--- src/rtl/lcd_pkg.sv ---
// Shared definitions for the USB-to-HD44780 byte pacer: FSM encoding,
// default bus timing at 24 MHz, and the clear/home command classifier.
package lcd_pkg;

  typedef enum logic [2:0] {
    ST_IDLE,
    ST_SETUP,
    ST_PULSE,
    ST_HOLD,
    ST_WAIT
  } state_t;

  localparam int DEF_E_CLKS     = 6;      // 250 ns enable pulse
  localparam int DEF_WAIT_SHORT = 960;    // 40 us settle for data / normal commands
  localparam int DEF_WAIT_LONG  = 39360;  // 1.64 ms settle for clear / home

  // Clear display (0x01) and return home (0x02/0x03) need the long settle time.
  function automatic logic is_long_cmd(input logic rs, input logic [7:0] db);
    return (rs == 1'b0) && (db[7:2] == 6'd0) && (db != 8'h00);
  endfunction

endpackage

--- src/rtl/lcd_byte_fifo.sv ---
// Synchronous byte FIFO with occupancy count; pushes are refused when full
// and pops are ignored when empty.
module lcd_byte_fifo #(
  parameter int DEPTH = 16
) (
  input  logic                     clk,
  input  logic                     rst,
  input  logic                     push,
  input  logic                     pop,
  input  logic [7:0]               din,
  output logic [7:0]               dout,
  output logic                     full,
  output logic                     empty,
  output logic [$clog2(DEPTH):0]   count
);

  localparam int AW = $clog2(DEPTH);

  logic [7:0]    mem [DEPTH];
  logic [AW-1:0] wr_ptr;
  logic [AW-1:0] rd_ptr;
  logic          do_push;
  logic          do_pop;

  assign full    = (count == (AW + 1)'(DEPTH));
  assign empty   = (count == '0);
  assign do_push = push && !full;
  assign do_pop  = pop && !empty;
  assign dout    = mem[rd_ptr];

  // NOTE: the storage array is deliberately not reset; pointers and count
  // alone decide which entries are valid, so a reset costs no clearing logic.
  always_ff @(posedge clk) begin
    if (do_push) mem[wr_ptr] <= din;
  end

  // Power-of-two depth lets the pointers wrap by plain overflow.
  always_ff @(posedge clk or posedge rst) begin
    if (rst) begin
      wr_ptr <= '0;
      rd_ptr <= '0;
      count  <= '0;
    end else begin
      if (do_push) wr_ptr <= wr_ptr + 1'b1;
      if (do_pop)  rd_ptr <= rd_ptr + 1'b1;
      case ({do_push, do_pop})
        2'b10:   count <= count + 1'b1;
        2'b01:   count <= count - 1'b1;
        default: count <= count;
      endcase
    end
  end

endmodule

--- src/rtl/lcd_usb_pacer.sv ---
// Buffers bytes from a USB FIFO strobe and replays them as paced HD44780
// write cycles; a 0x00 escape marks the following byte as an instruction.
module lcd_usb_pacer
  import lcd_pkg::*;
#(
  parameter int FIFO_DEPTH = 16,
  parameter int E_CLKS     = DEF_E_CLKS,
  parameter int WAIT_SHORT = DEF_WAIT_SHORT,
  parameter int WAIT_LONG  = DEF_WAIT_LONG
) (
  input  logic       CLK_USB,
  input  logic       RST,
  input  logic       USB_FWRn,
  input  logic [7:0] USB_D,
  output logic       FIFO_FULL,
  output logic       OVERFLOW,
  output logic       LCD_RS,
  output logic       LCD_RW,
  output logic       LCD_E,
  output logic [7:0] LCD_DB
);

  localparam int AW      = $clog2(FIFO_DEPTH);
  localparam int MAX_AB  = (WAIT_LONG > WAIT_SHORT) ? WAIT_LONG : WAIT_SHORT;
  localparam int CNT_MAX = (MAX_AB > E_CLKS) ? MAX_AB : E_CLKS;
  localparam int CW      = $clog2(CNT_MAX + 1);

  logic [1:0]    rst_sync;
  logic          rst_int;

  logic          fifo_pop;
  logic [7:0]    fifo_dout;
  logic          fifo_full;
  logic          fifo_empty;
  logic [AW:0]   fifo_count;

  state_t        state_q, state_n;
  logic [CW-1:0] cnt_q, cnt_n;
  logic          esc_q, esc_n;
  logic [7:0]    db_q, db_n;
  logic          rs_q, rs_n;
  logic          e_q, e_n;
  logic          ovf_q;

  // Assertion is immediate through the async set; release is retimed to the
  // clock so the FSM and FIFO pointers all leave reset on the same edge.
  always_ff @(posedge CLK_USB or posedge RST) begin
    if (RST) rst_sync <= 2'b11;
    else     rst_sync <= {rst_sync[0], 1'b0};
  end
  assign rst_int = rst_sync[1];

  lcd_byte_fifo #(.DEPTH(FIFO_DEPTH)) u_fifo (
    .clk   (CLK_USB),
    .rst   (rst_int),
    .push  (!USB_FWRn),
    .pop   (fifo_pop),
    .din   (USB_D),
    .dout  (fifo_dout),
    .full  (fifo_full),
    .empty (fifo_empty),
    .count (fifo_count)
  );

  fifo_flags_consistent: assert property (@(posedge CLK_USB) disable iff (rst_int)
    fifo_full == (fifo_count == (AW + 1)'(FIFO_DEPTH)));

  // NOTE: every signal driven here gets a default before the case statement,
  // so no path leaves a value unassigned and no latch is inferred.
  always_comb begin
    state_n  = state_q;
    cnt_n    = cnt_q;
    esc_n    = esc_q;
    db_n     = db_q;
    rs_n     = rs_q;
    fifo_pop = 1'b0;
    case (state_q)
      ST_IDLE: begin
        if (!fifo_empty) begin
          fifo_pop = 1'b1;
          if (!esc_q && fifo_dout == 8'h00) begin
            esc_n = 1'b1;
          end else begin
            db_n    = fifo_dout;
            rs_n    = !esc_q;
            esc_n   = 1'b0;
            state_n = ST_SETUP;
          end
        end
      end
      ST_SETUP: begin
        state_n = ST_PULSE;
        cnt_n   = CW'(E_CLKS - 1);
      end
      ST_PULSE: begin
        if (cnt_q == '0) state_n = ST_HOLD;
        else             cnt_n   = cnt_q - 1'b1;
      end
      ST_HOLD: begin
        state_n = ST_WAIT;
        cnt_n   = is_long_cmd(rs_q, db_q) ? CW'(WAIT_LONG - 1) : CW'(WAIT_SHORT - 1);
      end
      ST_WAIT: begin
        if (cnt_q == '0) state_n = ST_IDLE;
        else             cnt_n   = cnt_q - 1'b1;
      end
      default: state_n = ST_IDLE;
    endcase
    e_n = (state_n == ST_PULSE);
  end

  always_ff @(posedge CLK_USB or posedge rst_int) begin
    if (rst_int) begin
      state_q <= ST_IDLE;
      cnt_q   <= '0;
      esc_q   <= 1'b0;
      db_q    <= 8'h00;
      rs_q    <= 1'b1;
      e_q     <= 1'b0;
      ovf_q   <= 1'b0;
    end else begin
      state_q <= state_n;
      cnt_q   <= cnt_n;
      esc_q   <= esc_n;
      db_q    <= db_n;
      rs_q    <= rs_n;
      e_q     <= e_n;
      if (!USB_FWRn && fifo_full) ovf_q <= 1'b1;
    end
  end

  assign FIFO_FULL = fifo_full;
  assign OVERFLOW  = ovf_q;
  assign LCD_RS    = rs_q;
  assign LCD_RW    = 1'b0;
  assign LCD_E     = e_q;
  assign LCD_DB    = db_q;

endmodule
--- config.mk ---
export PLATFORM = sky130hd
export DESIGN_NAME = lcd_usb_pacer
export DESIGN_NICKNAME = d
export VERILOG_FILES = /design/src/rtl/lcd_pkg.sv /design/src/rtl/lcd_byte_fifo.sv /design/src/rtl/lcd_usb_pacer.sv
export SDC_FILE = /design/constraint.sdc
export NUM_CORES = 1
export LEC_CHECK = 0
export BUFFER_PORTS_ARGS = -buffer_cell sky130_fd_sc_hd__buf_2
export CORE_MARGIN = 1.5
export CORE_UTILIZATION = 40
export DETAILED_ROUTE_END_ITERATION = 7
export GPL_ROUTABILITY_DRIVEN = 0
export GPL_TIMING_DRIVEN = 0
export PLACE_DENSITY = 0.61
export SLEW_MARGIN = 20
export SYNTH_ARGS = -nofsm -noshare
export SYNTH_HDL_FRONTEND = slang
export SYNTH_SLANG_ARGS = --single-unit
--- constraint.sdc ---
create_clock -name CLK_USB -period 4.2 [get_ports CLK_USB]
set_input_delay 0.63 -clock CLK_USB [delete_from_list [all_inputs] [get_ports CLK_USB]]
set_output_delay 0.63 -clock CLK_USB [all_outputs]
set_load 0.02 [all_outputs]
-- Yosys cells after proc, flatten, opt, wreduce, memory -nomap -nowiden
Memory sizes are Yosys's and may differ from the RTL's.
Cells that the tools add are included.
- add/sub/neg operators: 5
- multipliers: 0
- div/mod/pow operators: 0
- order comparisons: 0
- equality and inequality tests: 9
- shifts and indexed selects: 0
- multiplexer cells: 14
- bitwise operators: 3
- reduce and logical (&&, ||, !) cells: 22
- operators by type and width (cell ; count):
    16-bit one-hot mux with 3 select lines ; 1
    16-bit 2-to-1 mux ; 2
    16-bit zero test ; 1
    16-bit by 1-bit subtractor with 16-bit output (second input constant) ; 1
    3-bit one-hot mux with 5 select lines ; 1
    3-bit 2-to-1 mux ; 4
    5-bit one-hot mux with 2 select lines ; 1
    3-bit by 2-bit equality test with 1-bit output (second input constant) ; 3
    4-bit by 1-bit adder with 4-bit output (second input constant) ; 2
    8-bit zero test ; 1
    8-bit nonzero test ; 1
    1-bit logical AND ; 6
    6-bit zero test ; 1
    5-bit by 1-bit adder with 5-bit output (second input constant) ; 1
    5-bit equality test (second input constant) ; 1
    5-bit zero test ; 1
    1-bit 2-to-1 mux ; 5
    5-bit by 1-bit subtractor with 5-bit output (second input constant) ; 1
    1-bit zero test ; 4
    2-bit AND reduction ; 2
    3-bit by 1-bit equality test with 1-bit output (second input constant) ; 1
    3-bit equality test (second input constant) ; 1
    3-bit zero test ; 1
    1-bit inverter ; 3
    7 further kinds ; 7
- flip-flop bits (word level): 46
- bits in latches: 0
- memory bits (writable): 128
- memory bits (read-only): 0
- bits of input ports: 11
- output and inout port bits: 13
- word-level logic and storage cells: 65
- memories kept: 1
- memory list (name ; words ; bits a word ; rd ports ; clocked after Yosys merged registers in ; write ports ; RTL line ; RTL):
    u_fifo.mem ; 16 ; 8 ; 1 ; 0 ; 1 ; lcd_byte_fifo.sv:19 ; logic [7:0] mem [DEPTH];

-- Depth between registers and ports, before layout
Gate-level depths: netlist (run 1).
An unclocked memory read counts as a cell.
- depth after elaboration: 7
- mapped depth: 11
- depth with buffers taken out: 11

-- Cells and area by module
Synthesis (run 1) repeated with hierarchy kept, for this count alone.
- cell total of the unflattened synthesis: 548
- area, all modules: 7751.2 um^2
- modules (own cells, without submodules) (module ; instances ; cells each ; area an instance (um^2) ; seq. area each (um^2)):
    lcd_byte_fifo ; 1 ; 333 ; 5789.3 ; 4169.0
    lcd_usb_pacer ; 1 ; 215 ; 1961.9 ; 829.5

-- Worst setup path before layout (run 1)
No wires, ideal clock.
- path type: reg2reg
- start: reg u_fifo.count[0]
- end: reg u_fifo.count[4]
- setup time: 123 ps
- arrival time: 2510 ps
- required time: 4077 ps
- setup slack: 1567 ps
- cell stages (with the launch flop): 12
- path buffers: 0
- clock period less this slack: 2633 ps
- path through: dfrtp_1 -> nor4_1 -> nand2_1 -> nand3_1 -> inv_1 -> ha_1 -> fa_1 -> a21o_1 -> a21oi_1 -> xor2_1 -> nor2_1 -> xnor2_1
- word-level cells in the longest chain between the ends: 6
- elaborated cells between the ends (all ways): 14
- those cells by class: 2 x add/sub; 3 x eq/ne; 3 x mux; 6 x reduce/logical
- RTL lines (item ; RTL line ; RTL):
    start, declared ; lcd_byte_fifo.sv:14 ; output logic [$clog2(DEPTH):0] count
    start signal, assigned ; lcd_byte_fifo.sv:47 ; 2'b10: count <= count + 1'b1;
    start signal, assigned ; lcd_byte_fifo.sv:48 ; 2'b01: count <= count - 1'b1;
    start signal, assigned ; lcd_byte_fifo.sv:49 ; default: count <= count;
    5-bit zero test (*) ; lcd_byte_fifo.sv:26 ; assign empty = (count == '0);
    1-bit 2-to-1 mux (*) ; lcd_usb_pacer.sv:79 ; if (!fifo_empty) begin
    1-bit 2-to-1 mux (*) ; lcd_usb_pacer.sv:77 ; case (state_q)
    named net fifo_pop ; lcd_usb_pacer.sv:31 ; logic fifo_pop;
    1-bit logical AND (*) ; lcd_byte_fifo.sv:28 ; assign do_pop = pop && !empty;
    2-bit by 1-bit equality test with 1-bit output or 2-bit equality test (tied branches) ; lcd_byte_fifo.sv:46 ; case ({do_push, do_pop})
    5-bit one-hot mux with 2 select lines or 2-bit nonzero test (tied branches) ; -- ;
Mark *: on every way through the listed nets, which the timed path passes. The rest lies on a longest branch.
A chain may end at the register's enable or synchronous reset.

-- Final worst setup path (run 1)
- start: reg u_fifo.rd_ptr[1]
- end: reg db_q[6] (netlist: LCD_DB[6])
- word-level cells in the longest chain between the ends: 5
- RTL lines (item ; RTL line ; RTL):
    start, declared ; lcd_byte_fifo.sv:21 ; logic [AW-1:0] rd_ptr;
    start signal, assigned ; lcd_byte_fifo.sv:45 ; if (do_pop) rd_ptr <= rd_ptr + 1'b1;
    memory 16 x 8 bit (*) ; -- ;
    8-bit zero test ; lcd_usb_pacer.sv:81 ; if (!esc_q && fifo_dout == 8'h00) begin
    1-bit logical AND ; lcd_usb_pacer.sv:81 ;
    1-bit inverter (no line) ; -- ;
    3-bit AND reduction (no line) ; -- ;
    end signal, assigned ; lcd_usb_pacer.sv:125 ; db_q <= db_n;
    end, declared ; lcd_usb_pacer.sv:40 ; logic [7:0] db_q, db_n;
Mark *: on every way between the ends. The rest lies on a longest branch, timed or not.

==> run metrics, run 1 <==
status=finished clean; Final setup viols=0; CP required=4.51 ns; Post-synth top cells=128 x edfxtp_1, 43 x dfrtp_1, 41 x nand2_1; RSZ-0062 raised after global routing=false; type of the worst min-delay path=register to async pin; sequential share of the synthesized area=0.6570; row count=50; fillers=1,608; WS Path Type=register to register; minimum clock period after layout=3.167 ns; number of clock buffers inserted by TritonCTS=17; vias in the first global route=4,317; Buffers on Ports=22; post-route ant nets=0; maximum clock rate=315.8 MHz; Mapped Cells=490; Yosys reg bits=174; via/cell ratio=5.507; Critical Path Start Type=register; Nets=555; # DRC=0; Setup TNS=0 ns; root buffer cell=clkbuf_16; dpl ws=1.028 ns; share of cells above drive strength 1=0.1868; Fin. Hold Viols=0; postcts setup bufs=0; largest net degree at the start of global routing=34; Worst Max-Slew Pin Slew=0.9690 ns; Max clock buf depth=2; VDD IR max=0.3011 mV; violation count after the first detailed-route iteration=335; Max Transition Viols Final=0; Final Skew=0.01265 ns; Synth Flop Type=edfxtp_1; Core ar.=18,710 um2; EDFF count, synth=128; CTS Sinks=174; Layout area overhead=13.57%; main area contributors after synthesis=edfxtp_1 51%, dfrtp_1 14%, mux4_1 6.6%; Synth async-reset ratio=0.2644; top cell type's share of synthesized area=0.5052; Post-DP HPWL=10,280 um; Cell variety after synth=56; All-Layer GR Usage=0.1619; CTS tree=built; hold buffers post-CTS=0; Crit. End Element=register; Yosys Warn Count=0; Max Cap Viol=0; PnR worst setup slack=1.033 ns; reg-to-reg setup timing slack=1.03 ns; critical path arrival=3.48 ns; CTS clock-pin slew for the worst setup and hold paths=0.07 ns; power per cell area=726.8 nW/um2; wire length of the first global-routing pass=23,870 um; Worst-Skew Late Latency=0.43 ns; Routed WL per cell=19.30 um; die area=19,860 um2; Yosys top cell by area=edfxtp_1; Synth Cell Area=7609 um2; total number of vias=4,301; io pins=24; grt total ovfl=0; Detailed Route WL=15,070 um; First-pass DRT Iterations=5; period utilization=0.7540; Initial Util=0.4068; CP max FO=10; Mean Syn Cell Area=15.53 um2; H-tree levels=4; Leakage Power=0.003151 uW; initial antenna violation count=2; cts repair resizes=0; Die Span Y=140.9 um; Die Width=140.9 um; worst relative slew slack=0.3516; most common cell in the netlist=edfxtp_1
critical path, stage by stage (launching register included):
cell and delay [ns]:
dfrtp_1 0.34, buf_2 0.24, buf_1 0.57, mux4_2 0.43, a22oi_1 0.27, nand2_1 0.24, nor4_4 0.42, a21oi_4 0.19
mux2_4 0.34
path summary, 6_finish.rpt:
check | startpoint | endpoint | cells past startpoint
min reg2reg | rst_sync[1]$_DFF_PP1_ | cnt_q[5]$_DFFE_PP0P_ | 1
max reg2reg | u_fifo.rd_ptr[1]$_DFFE_PP0P_ | LCD_DB[6]$_DFFE_PP0P_ | 8
min | rst_sync[1]$_DFF_PP1_ | cnt_q[5]$_DFFE_PP0P_ | 1
max | u_fifo.rd_ptr[1]$_DFFE_PP0P_ | LCD_DB[6]$_DFFE_PP0P_ | 8
max in group asynchronous | rst_sync[1]$_DFF_PP1_ | LCD_RS$_DFFE_PP1P_ | 2
min in group CLK_USB | rst_sync[0]$_DFF_PP1_ | rst_sync[1]$_DFF_PP1_ | 0
state kept, by name, indices dropped and copies added, names as in the netlist:
name	count
esc_q	1
rst_sync	2
state_q	3
u_fifo.count	5
LCD_DB	8
u_fifo.wr_ptr	4
OVERFLOW	1
LCD_E	1
cnt_q	16
u_fifo.rd_ptr	4
LCD_RS	1
u_fifo.mem	128
logic make-up (layout without fill, tap and decap cells):
| family | after synthesis | count (layout) | synth area share |
|---|---|---|---|
| AOI/OAI and AO/OA | 65 | 65 | 0.06019 |
| other | 1 | 3 | 0.0004929 |
| buffers and inverters | 36 | 91 | 0.02516 |
| adders and majority gates | 12 | 12 | 0.02039 |
| and+or+nand+nor | 137 | 137 | 0.08765 |
| DFF | 174 | 174 | 0.6570 |
| muxes | 51 | 51 | 0.1330 |
| xor gates and xnor gates | 14 | 14 | 0.01612 |
area by class of cell:
cell class,count,area (um2),share of cell area
Antenna cell,1,2.502,0.0002896
Buffer,22,138.9,0.01607
Clock buffer,17,425.4,0.04923
Clock inverter,15,157.7,0.01824
Inverter,14,52.55,0.006082
Multi-Input combinational cell,281,2442,0.2827
Sequential cell,174,4999,0.5785
Tap cell,234,292.8,0.03388
Timing Repair Buffer,23,130.1,0.01506
per-stage QoR:
step | area (um2) | hold WS [ns] | power, uW | utilization | std cells
6_report | 8641 | 0.1969 | 6280 | 0.4619 | 781
5_1_grt | 8638 | 0.2105 | 6644 | 0.4618 | 780
4_1_cts | 8638 | 0.1959 | 6319 | 0.4618 | 780
3_5_place_dp | 8055 | 0.2056 | 4794 | 0.4306 | 748
3_3_place_gp | 8015 | 0.3476 | 4700 | 0.4285 | 747
2_1_floorplan | 7612 | 0.3452 | 4157 | - | 491
cells in the final DEF, fill, tap and decap left out, types with 5 or more instances in the layout:
master / Yosys / layout
nand2_1: 41 / 41
inv_1: 14 / 13
inv_8: 0 / 5
a21oi_1: 13 / 13
nor3_1: 17 / 13
ha_1: 10 / 10
mux2i_1: 10 / 10
mux2_4: 8 / 8
mux4_2: 12 / 12
clkbuf_1: 9 / 9
nor2_1: 35 / 35
o21ai_0: 13 / 13
dfrtp_1: 43 / 43
a22oi_1: 14 / 14
edfxtp_1: 128 / 128
xnor2_1: 11 / 11
buf_2: 4 / 26
clkbuf_16: 0 / 17
nand3_1: 8 / 8
nand2b_1: 6 / 6
mux4_1: 19 / 19
routing by layer:
metal | share of wire | vias to the layer above | wire (um) | track usage
met2 | 0.48 | 120 | 7264 | 0.2621
met1 | 0.45 | 2169 | 6731 | 0.2146
met4 | 0.020 | 2 | 308 | 0.05592
li1 | - | 1976 | - | -
met3 | 0.050 | 34 | 761 | 0.03940
met5 | 0.00046 | - | 7 | 0
where the power goes:
| part | internal (uW) | switching, uW | leakage (uW) |
|---|---|---|---|
| sequential | 2170 | 169 | 0.00172 |
| combinational | 1020 | 1410 | 0.00114 |
| clock | 796 | 722 | 0.000287 |
No activity file was read; power rests on OpenSTA's default activity.
==> run 2, diff against run 1 <==
--- a/config.mk
+++ b/config.mk
@@ -5,13 +5,14 @@
 export SDC_FILE = /design/constraint.sdc
 export NUM_CORES = 1
 export LEC_CHECK = 0
+export ABC_AREA = 1
 export BUFFER_PORTS_ARGS = -buffer_cell sky130_fd_sc_hd__buf_2
 export CORE_MARGIN = 1.5
 export CORE_UTILIZATION = 40
 export DETAILED_ROUTE_END_ITERATION = 7
 export GPL_ROUTABILITY_DRIVEN = 0
 export GPL_TIMING_DRIVEN = 0
-export PLACE_DENSITY = 0.61
+export PLACE_DENSITY = 0.63
 export SLEW_MARGIN = 20
 export SYNTH_ARGS = -nofsm -noshare
 export SYNTH_HDL_FRONTEND = slang
==> constraint.sdc (replaced) <==
create_clock -name CLK_USB -period 2.6 [get_ports CLK_USB]
set_input_delay 0.39 -clock CLK_USB [delete_from_list [all_inputs] [get_ports CLK_USB]]
set_output_delay 0.39 -clock CLK_USB [all_outputs]
set_load 0.02 [all_outputs]
==> run metrics, run 2 <==
Hold EP=OVERFLOW$_DFFE_PP0P_; Yosys reg bits=174 (unchanged); violation count after the first detailed-route iteration=387 (+16%); Detailed Route WL=18,100 um (+20%); Fin. Hold Viols=0 (unchanged); Synth Flop Type=edfxtp_1; worst r2r dst=u_fifo.count[4]$_DFFE_PP0P_; Seq pwr share=0.505 (+0.133); Synth async-reset ratio=0.2644 (unchanged); Post-DP HPWL=11,640 um (+13%); sequential share of the synthesized area=0.6451 (-0.01188); Nets=837 (+51%); most frequent cells in the layout=197 x nand2_1, 128 x edfxtp_1, 84 x nor2_1; H-tree levels=4 (unchanged); EDFF count, synth=128 (unchanged); Initial Util=0.4115 (+0.004739); top cell type's share of synthesized area=0.4960 (-0.009136); Critical Path Start Type=register; Crit. End Element=register; Routed WL per cell=16.67 um (-14%); Max Cap Viol=0 (unchanged); io pins=24 (unchanged); critical path's slowest cell=dfrtp_1; status=finished clean; # DRC=0 (unchanged); CP max FO=6 (-4); critical path arrival=2.80 ns (-0.68 ns); Post-Layout Cell Count=1,086 (+39%); worst-path cell chain=nor4_2 > nand2_1 > nand2_2 > clkinvlp_4 > ha_4 > fa_2 > a21oi_2 > nor2_2 > o31ai_2 > a21oi_2 > xor2_1; DP Cell Count=1,054 (+41%); maximum clock rate=403.1 MHz (+28%); Leakage Power=0.003782 uW (+20%); Max clock buf depth=2 (unchanged); type of the worst min-delay path=primary input to register; most common cell after layout, fill and taps aside=nand2_1; R2R depth=11 (+3); R2R Path Start=u_fifo.count[3]$_DFFE_PP0P_; WS Path Type=register to register; Synth Cell Area=7749 um2 (+1.8%); RSZ-0062 raised after global routing=true; CTS tree=built; via/cell ratio=4.979 (-9.6%); CP required=2.92 ns (-1.59 ns); Final Skew=0.007906 ns (-0.004749 ns); Cell variety after synth=36 (-36%); All-Layer GR Usage=0.1881 (+0.02625); most common cell in the netlist=nand2_1; main area contributors after synthesis=edfxtp_1 50%, dfrtp_1 14%, nand2_1 9.6%; power per cell area=754.2 nW/um2 (+3.8%); P_sw=1649 uW (-28%); Mean Syn Cell Area=10.06 um2 (-35%); wire length of the first global-routing pass=27,880 um (+17%); Die Width=142.2 um (+0.90%); grt total ovfl=0 (unchanged); Layout area overhead=14.82%; vias in the first global route=5,075 (+18%); row count=50 (unchanged); post-route ant nets=0 (unchanged); Worst Max-Slew Pin Slew=0.9919 ns (+0.02288 ns); Max Transition Viols Final=0 (unchanged); ant diodes=0 (-1); CTS clock-pin slew for the worst setup and hold paths=0.07 ns (about the same); combinational share of power=0.091 (-0.295); Mapped Cells=770 (+57%); worst relative slew slack=0.3363 (-0.01531); share of cells above drive strength 1=0.1199 (-0.06696); max reg flops=128 (unchanged); initial antenna violation count=0 (-2); Buffers on Ports=22 (unchanged); Clock power frac=0.404 (+0.162); die area=20,220 um2 (+1.8%); largest net degree at the start of global routing=25 (-26%); reg-to-reg setup timing slack=0.12 ns (-0.91 ns); root buffer cell=clkbuf_16; period utilization=0.9541 (+0.2001); most used cell, CP=a21oi_2; Largest Register=u_fifo.mem; Switching Share=0.2457 (-0.1204); worst hold start=USB_FWRn; total number of vias=5,407 (+26%); Post-synth top cells=198 x nand2_1, 128 x edfxtp_1, 85 x inv_1, 85 x nor2_1, 82 x nand3_1; Yosys top cell by area=edfxtp_1; Core ar.=18,830 um2 (+0.67%); Yosys Warn Count=0 (unchanged); CTS Sinks=174 (unchanged); minimum clock period after layout=2.481 ns (-0.6862 ns); WHS=0.1488 ns (-0.04816 ns); Crit path largest cell delay=0.41 ns (-0.16 ns); VDD IR max=0.4556 mV (+51%); Final setup viols=0 (unchanged); Die Span Y=142.2 um (+0.90%); Pint=5062 uW (+27%); Worst-Skew Late Latency=0.44 ns (about the same); number of clock buffers inserted by TritonCTS=17 (unchanged); First-pass DRT Iterations=6 (+1); fillers=1,710 (+6.3%); Hold Crit Depth=2
run 2: cell count changes after synthesis, moves of 8 or more:
cell / change
xnor2_1: -10
mux2i_1: -10
nor3_1: -14
mux4_1: -19
nor2_1: +50
buf_2: +13
nand3_1: +74
inv_1: +71
nand2_1: +157
o211ai_1: +8
mux2_4: -8
mux4_2: -12
o21ai_1: +11
o21ai_0: +12
run 2: power groups by stage:
stage	registers (uW)	clock network [uW]	logic [uW]
after global routing	3410	2840	689
after floorplan	3430	0	402
after detailed placement	3440	0	600
after CTS	3390	2730	603
after global placement	3440	0	582
final	3390	2710	614
run 2: area by class of cell:
type,instances,area [um2],share of cell area
Sequential cell,174,4999,0.5618
Multi-Input combinational cell,476,2283,0.2566
Clock buffer,18,429.2,0.04824
Inverter,93,356.6,0.04008
Tap cell,260,325.3,0.03656
Clock inverter,12,185.2,0.02081
Timing Repair Buffer,26,162.7,0.01828
Buffer,27,156.4,0.01758
run 2: worst max-delay path by stage:
stage,from,end,depth (start not counted)
3_5_place_dp,u_fifo.count[0]$_DFFE_PP0P_,u_fifo.count[4]$_DFFE_PP0P_,12
2_1_floorplan,u_fifo.count[0]$_DFFE_PP0P_,u_fifo.count[4]$_DFFE_PP0P_,12
3_3_place_gp,u_fifo.count[0]$_DFFE_PP0P_,u_fifo.count[4]$_DFFE_PP0P_,12
5_1_grt,u_fifo.count[3]$_DFFE_PP0P_,u_fifo.count[4]$_DFFE_PP0P_,11
6_report,u_fifo.count[3]$_DFFE_PP0P_,u_fifo.count[4]$_DFFE_PP0P_,11
4_1_cts,u_fifo.count[1]$_DFFE_PP0P_,u_fifo.count[4]$_DFFE_PP0P_,11
run 2: metrics by stage:
step / total power [uW] / TNS, ns / cell area, um2 / util / setup WS [ns]
final: 6711 / 0 / 8897 / 0.4725 / 0.1194
after global routing: 6941 / -0.04146 / 8897 / 0.4725 / -0.04146
after CTS: 6723 / 0 / 8866 / 0.4708 / 0.01046
after detailed placement: 4043 / -0.5248 / 8224 / 0.4367 / -0.3865
after global placement: 4022 / -0.5317 / 8197 / 0.4353 / -0.3963
after floorplan: 3831 / 0 / 7761 / - / 0.04106
run 2: cell families after synthesis:
group,after synthesis,synth area share
DFF,174,0.6451
xor gates and xnor gates,11,0.01243
buffers and inverters,121,0.06572
and+or+nand+nor,380,0.2022
adders and majority gates,11,0.01873
other,1,0.0004840
AOI/OAI and AO/OA,72,0.05539
run 2: timing repair:
item | CTS | global route
resized for setup | 2 | 7
pin swaps | 2 | 6
cloned | 0 | 0
endpoints found under the hold margin | 2 | 0
setup endpoints to repair | 2 | 4
setup buffers | 2 | 0
hold buffers | 1 | 0
run 2: layer usage:
metal	vias to the layer above	share of wire	track usage	wire, um
li1	2633	-	-	-
met2	171	0.46	0.2906	8247
met3	39	0.059	0.04307	1061
met5	-	0	0	0
met1	2564	0.46	0.2515	8256
met4	0	0.030	0.09061	534
run 2: critical path: cells and delay by family, from the launching register on:
family | cells | cell delay [ns]
AND/OR/NAND/NOR | 4 | 0.63
adder cells (fa/ha/maj) | 2 | 0.60
AO/OA/AOI/OAI | 3 | 0.44
flip-flops | 1 | 0.41
XOR/XNOR | 1 | 0.14
buffers and inverters | 1 | 0.13
==> run 3, diff against run 2 <==
--- a/config.mk
+++ b/config.mk
@@ -6,13 +6,13 @@
 export NUM_CORES = 1
 export LEC_CHECK = 0
 export ABC_AREA = 1
-export BUFFER_PORTS_ARGS = -buffer_cell sky130_fd_sc_hd__buf_2
 export CORE_MARGIN = 1.5
 export CORE_UTILIZATION = 40
 export DETAILED_ROUTE_END_ITERATION = 7
+export DONT_BUFFER_PORTS = 1
 export GPL_ROUTABILITY_DRIVEN = 0
 export GPL_TIMING_DRIVEN = 0
-export PLACE_DENSITY = 0.63
+export PLACE_DENSITY = 0.62
 export SLEW_MARGIN = 20
 export SYNTH_ARGS = -nofsm -noshare
 export SYNTH_HDL_FRONTEND = slang
==> run metrics, run 3 (synthesized netlist as in run 2, its figures left out) <==
status=finished with violations; failing checks=negative setup slack; R2R Path Start=u_fifo.count[0]$_DFFE_PP0P_; reg-to-reg setup timing slack=-0.01 ns (-0.13 ns); First-pass DRT Iterations=4 (-2); critical path arrival=2.93 ns (+0.13 ns); Worst-Skew Late Latency=0.44 ns (about the same); row count=50 (unchanged); Max Transition Viols Final=0 (unchanged); Max clock buf depth=2 (unchanged); R2R depth=14 (+3); worst hold start=USB_D[6]; combinational share of power=0.098 (+0.007); Core ar.=18,830 um2 (unchanged); WS Path Type=register to register; number of clock buffers inserted by TritonCTS=17 (unchanged); utilization after layout=0.4702 (-0.002326); worst r2r dst=u_fifo.count[4]$_DFFE_PP0P_; Leakage Power=0.003713 uW (-1.8%); Seq pwr share=0.515 (+0.010); period utilization=1.005 (+0.05080); # DRC=0 (unchanged); root buffer cell=clkbuf_16; Largest Register=u_fifo.mem; RSZ-0062 raised after global routing=true; total number of vias=5,342 (-1.2%); Post-DP HPWL=11,820 um (+1.6%); Final setup viols=1 (+1); Hold EP=u_fifo.mem[6][6]$_DFFE_PP_; Max Cap Viol=0 (unchanged); Clock power frac=0.387 (-0.017); grt total ovfl=0 (unchanged); Switching Share=0.2662 (+0.02049); share of cells above drive strength 1=0.1255 (+0.005607); max reg flops=128 (unchanged); CP max FO=6 (unchanged); Fin. Hold Viols=0 (unchanged); Setup TNS=-0.01267 ns (-0.01267 ns); wire length of the first global-routing pass=27,920 um (+0.13%); power per cell area=746.8 nW/um2 (-0.99%); VDD IR max=0.4278 mV (-6.1%); type of the worst min-delay path=primary input to register; post-route ant nets=0 (unchanged); CTS tree=built; Die Span Y=142.2 um (unchanged); ant diodes=0 (unchanged); CTS Sinks=174 (unchanged); Final Skew=0.01483 ns (+0.006929 ns); via/cell ratio=4.979 (about the same); worst relative slew slack=0.5979 (+0.2616); CP required=2.92 ns (about the same); initial antenna violation count=0 (unchanged); All-Layer GR Usage=0.1882 (about the same); vias in the first global route=5,016 (-1.2%); most frequent cells in the layout=196 x nand2_1, 128 x edfxtp_1, 83 x inv_1; PnR worst setup slack=-0.01267 ns (-0.1321 ns); violation count after the first detailed-route iteration=444 (+15%); die area=20,220 um2 (unchanged); Initial Util=0.4115 (unchanged); Detailed Route WL=17,780 um (-1.8%); Buffers on Ports=0 (-100%); most common cell after layout, fill and taps aside=nand2_1; Worst Max-Slew Pin Slew=0.6025 ns (-0.3893 ns); Die Width=142.2 um (unchanged); H-tree levels=4 (unchanged); Pint=4851 uW (-4.2%); Nets=822 (-1.8%); maximum clock rate=382.8 MHz (-5.1%); Layout area overhead=14.26%; Hold Crit Depth=0 (-2); io pins=24 (unchanged); minimum clock period after layout=2.613 ns (+0.1321 ns); CTS clock-pin slew for the worst setup and hold paths=0.08 ns (about the same); Routed WL per cell=16.57 um (-0.61%); P_sw=1760 uW (+6.7%); Crit. End Element=register; Critical Path Start Type=register; largest net degree at the start of global routing=35 (+40%)
run 3: cell count changes in the layout (fill, tap and decap cells not counted), moves of 2 or more:
cell,before,now
buf_2,39,17
nor2_1,84,69
inv_6,2,5
clkinv_8,0,2
nor2_2,2,17
bufinv_16,4,1
buf_4,3,9
clkinvlp_4,3,1
run 3: what timing repair did:
item                       in CTS  in global routing
setup endpoints to repair       3                106
setup buffers                   6                  2
hold buffers                    1                  0
pin swaps                       3                  2
gates resized for setup        16                 13
hold endpoints to repair        2                  0
cloned                          0                  0
run 3: worst max path at each step:
stage	slack [ns]	depth (start not counted)	endpoint	start
finish	-0.01	14	u_fifo.count[4]$_DFFE_PP0P_	u_fifo.count[0]$_DFFE_PP0P_
global route	-0.21	14	u_fifo.count[4]$_DFFE_PP0P_	u_fifo.count[0]$_DFFE_PP0P_
CTS	-0.14	12	u_fifo.count[4]$_DFFE_PP0P_	u_fifo.count[3]$_DFFE_PP0P_
detailed placement	-0.45	12	u_fifo.count[4]$_DFFE_PP0P_	u_fifo.count[0]$_DFFE_PP0P_
global placement	-0.40	12	u_fifo.count[4]$_DFFE_PP0P_	u_fifo.count[0]$_DFFE_PP0P_
floorplan	0.04	12	u_fifo.count[4]$_DFFE_PP0P_	u_fifo.count[0]$_DFFE_PP0P_
run 3: cell type report:
type	count	area [um2]
multi-input cells	476	2326
fillers	1736	9977
flip-flops and latches	174	5000
repair buffers	10	90.09
well taps	260	325.3
plain buffers	28	168.9
clock buffers	17	425.4
clock inverters	15	168.9
inverters	93	349.1
run 3: routing by layer:
metal  vias to the layer above  track usage  share of wire
met5                         -            0              0
met4                         0      0.07054          0.020
met3                        29      0.04004          0.056
met2                       146       0.2988           0.48
met1                      2562       0.2548           0.45
li1                       2605            -              -
run 3: power groups by stage:
stage                     Clock, uW  Sequential, uW  Combinational, uW
after floorplan                   0            3430                402
after detailed placement          0            3460                538
after global placement            0            3460                519
final                          2560            3400                647
after CTS                      2580            3400                612
after global routing           2700            3430                733
run 3: critical path, cell delays in order (launching register included):
cell and delay, ns:
dfrtp_2 0.45, nor4_4 0.30, buf_4 0.15, buf_4 0.09, buf_4 0.09, buf_4 0.09, nand2_1 0.08, nand2_2 0.14
ha_4 0.20, ha_1 0.27, a21oi_1 0.15, nor2_1 0.08, o31ai_2 0.22, a21oi_2 0.06, xor2_1 0.14
run 3: per-stage QoR:
| step | hold WS [ns] | power (uW) | worst slack [ns] | cell area [um2] | cells |
|---|---|---|---|---|---|
| after floorplan | 0.3015 | 3831 | 0.04106 | 7761 | 771 |
| after global routing | 0.02656 | 6861 | -0.2092 | 8853 | 1073 |
| final | 0.04066 | 6611 | -0.01267 | 8853 | 1073 |
| after global placement | 0.3089 | 3975 | -0.4043 | 8087 | 1031 |
| after detailed placement | 0.2028 | 3999 | -0.4496 | 8107 | 1032 |
| after CTS | 0.03506 | 6590 | -0.1367 | 8795 | 1071 |
